`src/rtl/matmul_share_sched.sv`:
```
// Two-requester round-robin scheduler around a shared 2x2 int8 matmul engine.
// One result element is computed per CALC cycle, then held until it is consumed.
module matmul_share_sched #(
  parameter int OPW  = 8,
  parameter int OUTW = 32,
  parameter int CNTW = 32
) (
  input  logic             clk,
  input  logic             rst_n,
  input  logic             req0_valid,
  output logic             req0_ready,
  input  logic [4*OPW-1:0] req0_a,
  input  logic [4*OPW-1:0] req0_b,
  input  logic             req0_relu,
  input  logic             req1_valid,
  output logic             req1_ready,
  input  logic [4*OPW-1:0] req1_a,
  input  logic [4*OPW-1:0] req1_b,
  input  logic             req1_relu,
  output logic             out_valid,
  input  logic             out_ready,
  output logic             out_id,
  output logic [OUTW-1:0]  out_p00,
  output logic [OUTW-1:0]  out_p01,
  output logic [OUTW-1:0]  out_p10,
  output logic [OUTW-1:0]  out_p11,
  output logic             busy,
  output logic [CNTW-1:0]  cycle_count,
  output logic [CNTW-1:0]  job_count
);
  localparam int SW = 2*OPW+1;

  typedef enum logic [1:0] {IDLE, CALC, DONE} state_e;

  state_e            state_q, state_d;
  logic              last_q, grant, acc;
  logic [1:0]        elem_q;
  logic [4*OPW-1:0]  a_q, b_q;
  logic              relu_q, id_q;
  logic              out_valid_q, out_id_q;
  logic [OUTW-1:0]   p00_q, p01_q, p10_q, p11_q;
  logic [CNTW-1:0]   cycle_q, job_q;

  logic signed [OPW-1:0]   x1, x2, y1, y2;
  logic signed [2*OPW-1:0] m1, m2;
  logic [SW-1:0]           sum;
  logic [OUTW-1:0]         elem_v;

  always_ff @(posedge clk or negedge rst_n) begin
    if (!rst_n) state_q <= IDLE;
    else        state_q <= state_d;
  end

  always_comb begin
    state_d = state_q;
    unique case (state_q)
      IDLE:    if (acc) state_d = CALC;
      CALC:    if (elem_q == 2'd3) state_d = DONE;
      DONE:    if (out_valid_q && out_ready) state_d = IDLE;
      default: state_d = IDLE;
    endcase
  end

  // When both ask, the requester not served last time wins.
  always_comb begin
    grant = 1'b0;
    if (req0_valid && req1_valid) grant = ~last_q;
    else                          grant = req1_valid;
    req0_ready = (state_q == IDLE) && !grant;
    req1_ready = (state_q == IDLE) && grant;
    busy       = (state_q != IDLE);
  end

  assign acc = (req0_valid && req0_ready) || (req1_valid && req1_ready);

  // elem_q[1] picks the A row, elem_q[0] picks the B column.
  always_comb begin
    x1 = elem_q[1] ? a_q[2*OPW-1 -: OPW] : a_q[4*OPW-1 -: OPW];
    x2 = elem_q[1] ? a_q[OPW-1:0]        : a_q[3*OPW-1 -: OPW];
    y1 = elem_q[0] ? b_q[3*OPW-1 -: OPW] : b_q[4*OPW-1 -: OPW];
    y2 = elem_q[0] ? b_q[OPW-1:0]        : b_q[2*OPW-1 -: OPW];
    m1 = x1 * y1;
    m2 = x2 * y2;
    sum = {m1[2*OPW-1], m1} + {m2[2*OPW-1], m2};
    if (relu_q && sum[SW-1]) elem_v = '0;
    else                     elem_v = {{(OUTW-SW){sum[SW-1]}}, sum};
  end

  always_ff @(posedge clk or negedge rst_n) begin
    if (!rst_n) begin
      last_q      <= 1'b1;
      elem_q      <= 2'd0;
      a_q         <= '0;
      b_q         <= '0;
      relu_q      <= 1'b0;
      id_q        <= 1'b0;
      out_valid_q <= 1'b0;
      out_id_q    <= 1'b0;
      p00_q       <= '0;
      p01_q       <= '0;
      p10_q       <= '0;
      p11_q       <= '0;
      cycle_q     <= '0;
      job_q       <= '0;
    end else begin
      unique case (state_q)
        IDLE: if (acc) begin
          a_q    <= grant ? req1_a : req0_a;
          b_q    <= grant ? req1_b : req0_b;
          relu_q <= grant ? req1_relu : req0_relu;
          id_q   <= grant;
          last_q <= grant;
          elem_q <= 2'd0;
        end
        CALC: begin
          cycle_q <= cycle_q + CNTW'(1);
          elem_q  <= elem_q + 2'd1;
          unique case (elem_q)
            2'd0: p00_q <= elem_v;
            2'd1: p01_q <= elem_v;
            2'd2: p10_q <= elem_v;
            2'd3: p11_q <= elem_v;
          endcase
          if (elem_q == 2'd3) begin
            out_valid_q <= 1'b1;
            out_id_q    <= id_q;
          end
        end
        DONE: if (out_valid_q && out_ready) begin
          out_valid_q <= 1'b0;
          job_q       <= job_q + CNTW'(1);
        end
        default: ;
      endcase
    end
  end

  assign out_valid   = out_valid_q;
  assign out_id      = out_id_q;
  assign out_p00     = p00_q;
  assign out_p01     = p01_q;
  assign out_p10     = p10_q;
  assign out_p11     = p11_q;
  assign cycle_count = cycle_q;
  assign job_count   = job_q;

endmodule

```
`config.mk`:
```
export PLATFORM = sky130hd
export DESIGN_NAME = matmul_share_sched
export DESIGN_NICKNAME = d
export VERILOG_FILES = /design/src/rtl/matmul_share_sched.sv
export SDC_FILE = /design/constraint.sdc
export NUM_CORES = 1
export LEC_CHECK = 0
export ABC_AREA = 1
export BUFFER_PORTS_ARGS = -buffer_cell sky130_fd_sc_hd__buf_2
export CORE_MARGIN = 3
export CORE_UTILIZATION = 45
export CTS_BUF_LIST = sky130_fd_sc_hd__clkbuf_4
export DETAILED_ROUTE_END_ITERATION = 12
export PLACE_DENSITY_LB_ADDON = 0.25
export SETUP_SLACK_MARGIN = 0.4
export SYNTH_ARGS = -nofsm -noshare
export SYNTH_HDL_FRONTEND = slang
export SYNTH_SLANG_ARGS = --single-unit
```
`constraint.sdc`:
```
create_clock -name clk -period 7.33 [get_ports clk]
set_input_delay 0.733 -clock clk [delete_from_list [all_inputs] [get_ports clk]]
set_output_delay 0.733 -clock clk [all_outputs]
set_load 0.05 [all_outputs]
```
==> out/results.txt <==
Die Y = 191 um
Post-DR vias/cell = 4.98
Origin of the critical flop-to-flop path = elem_q[1]
Synth top area cells = dfrtp_1 33%, fa_1 19%, inv_1 7.9%, nand2_1 7.8%, ha_1 4.8%
Nets = 2460
Net Count, Synth = 2143
Synth-to-Final Area Change = 17.5%
Class of the worst hold path = in -> async
YS warnings = 0
Die Wd = 191 um
Via count = 13000
Share of layout cells above drive strength 1 = 24.3%
Data arrival at the endpoint of the critical path = 7.22 ns
Detailed-router iteration count before antenna repair = 5
RSZ-0062 raised after global routing = false
Number of fill cells in the layout = 3237
Metal-1 WL = 18.4 mm
Part of the Yosys area used for sequential elements = 33.4%
Main combinational cell family by area after synthesis = adder cells
Register-to-Register Setup Slack = 0.75 ns
Register area = 5130 um2
Worst slew margin = 27.9%
Antenna violations before repair = 8
Clock root buffer = clkbuf_4
Maximum number of pins on one net before global-route repair = 128
Clock transition at the register clock pins on the worst setup and hold paths after CTS = 0.06 ns
CTS buffer count = 57
Compound-gate portion of the synthesized area = 6.97%
Cell repeated most along the worst path = fa_1
Sink count of the clock tree = 205
Cell area after layout = 18100 um2
Leading area contributor after synthesis = dfrtp_1
Minimum clock period after layout = 6.58 ns
Max Freq = 152 MHz
Multi-input logic area = 8450 um2
Share of synthesized cell area in and, or, nand and nor gates = 19.6%
Critical Path, Cell by Cell = buf_4 > o21ai_1 > inv_1 > nand2_1 > fa_1 > fa_1 > inv_1 > fa_1 > fa_1 > fa_1 > inv_1 > fa_1 > inv_1 > ha_1 > a21oi_1 > o21ai_0 > nor2_1 > o21ai_0 > xor2_1 > nand3_1 > nand2_1
Type of the worst setup path = reg -> reg
Prevailing post-synth register cell = dfrtp_1
CORE AREA = 33600 um2
Number of max-capacitance violations reported = 0
Count of buffers from port buffering = 331
Count of state elements after synthesis = 205
Total placed cells including tap cells = 2509
Ratio of final minimum period to clock period = 89.7%
Total standard cell area after synthesis = 15400 um2
Largest driver fanout on the critical path = 13
Adder-cell area share of the yosys netlist = 23.4%
Post-synthesis mux area share = 0%
Kind of capture point of the worst setup path = flop
DRC violation count after routing = 0
Hold-fix buffer count after cts = 0
Gate Count Post-Synth = 1806
Share of async-settable or async-resettable flops after synthesis = 100%
Total count of max-transition violations in the final report = 0
Area of the die = 36400 um2
R2R cell count = 21
Post-Syn Area per Cell = 8.51 um2
Final cell count without fillers = 2615
Post-detailed-placement cell area = 17200 um2
Post-synthesis share of cell area spent on xor and xnor gates = 4.44%
Sum of negative setup slack = 0 ns
Pin slew with the least headroom to its limit = 1.08 ns
Number of H-tree branching levels = 2
Initial cell density of the core = 45.7%
Final setup violating endpoints = 0
Last weighted congestion value of the routability-driven placer = 0.916
Worst endpoint required time = 7.97 ns
Overflow left after global routing = 0
Routed wirelength normalized by instance count = 16.3 um
Floorplan row count = 67
Insertion delay of the later-clocked pin in the worst-skew pair = 0.74 ns
Clock tree from TritonCTS = built
Drt initial violations = 753
Most common cell in the synthesized netlist = inv_1
Detailed Route WL = 42.7 mm
Wire length of the first global-routing pass = 66.9 mm
Top layer used by detailed routing = met4
Via count of the first global-routing pass = 12700
Family with the most delay on the worst path = adder cells
Ports = 332
Top post-synthesis cells by count = 323 x inv_1, 319 x nand2_1, 204 x dfrtp_1
Post-route setup slack = 0.753 ns
Crit path buffers/inverters = 5
Number of enable-type register cells in the synthesized netlist = 0
Layout Skew = 0.0420 ns
Met2 WL = 19.9 mm
Final Hold Fails = 0
Length of routed met3 wiring = 3.10 mm
Global router's overall resource usage = 23.1%
Number of nets still failing antenna checks after routing = 0
Top cell type's share of synthesized area = 33.2%
Endpoint of the most critical register-to-register path = out_p00[10]
Outcome = finished, final reports clean
Slowest Stage Delay on Critical Path = 0.56 ns
Clock buffer depth = 3
Netlist cell types = 38
Post-placement setup slack = 0.280 ns
Crit-path slowest cell = fa_1
DP HPWL = 33.7 mm
Category of the worst setup path launch point = flop
cells in the final DEF (no fill, tap or decap), drive strengths merged:
master	n
nor4	10
a21oi	16
clkbuf	84
dfrtp	204
dfstp	1
o22ai	34
diode	8
clkinv	11
o21bai	1
nor3b	1
inv	327
buf	366
fa	143
ha	59
nand3	97
or2	9
xnor2	27
nor3	25
nand2	326
xor2	51
bufinv	1
a21o	1
o2111ai	1
nor2	201
nand4	13
o21ai	150
stage by stage:
stage          hold slack (ns)  util, %
2_1_floorplan            0.437        -
3_3_place_gp             0.453     51.2
3_5_place_dp             0.452     51.2
4_1_cts                  0.159     53.4
5_1_grt                  0.195     53.7
6_report                 0.113     53.7
worst max path at each step:
stage / from / to / slack [ns] / cells past startpoint
2_1_floorplan: elem_q[0] / out_p00[10] / 0.91 / 23
3_3_place_gp: elem_q[1] / out_p01[2] / 0.38 / 22
3_5_place_dp: elem_q[1] / out_p00[10] / 0.28 / 20
4_1_cts: elem_q[1] / out_p00[10] / 0.44 / 21
5_1_grt: elem_q[0] / out_p00[14] / 0.42 / 25
6_report: elem_q[1] / out_p00[10] / 0.75 / 21
timing repair:
action,CTS,global route
setup endpoints to repair,66,68
gates resized for setup,3,24
buffers inserted,0,3
pin swaps,0,0
area by class of cell:
type | instances | area share (%)
repair buffers | 367 | 10.8
inverters | 327 | 6.81
diodes | 8 | 0.111
clock inverters | 12 | 0.478
multi-input cells | 1165 | 46.8
well taps | 448 | 3.10
clock buffers | 83 | 3.45
flip-flops and latches | 205 | 28.4
cell families after synthesis:
logic type,after synthesis
adders and majority gates,202
and+or+nand+nor,682
buffers and inverters,436
xor gates and xnor gates,78
DFF,205
AOI/OAI and AO/OA,203
sequential cells by signal, indices dropped and copies added (netlist names), 2 cells and up:
signal / count
job_count: 32
out_p10: 17
out_p00: 17
b_q: 32
state_q: 2
elem_q: 2
out_p01: 17
out_p11: 17
cycle_count: 32
a_q: 32
layer usage:
metal	up-vias	track usage [%]
li1	6187	-
met1	6204	31.9
met2	531	37.0
met3	89	3.69
met4	0	8.19
met5	-	0
Power is left out: the tool's default activity adds up to more than one toggle a clock period on the data nets, which glitch-free logic cannot reach.
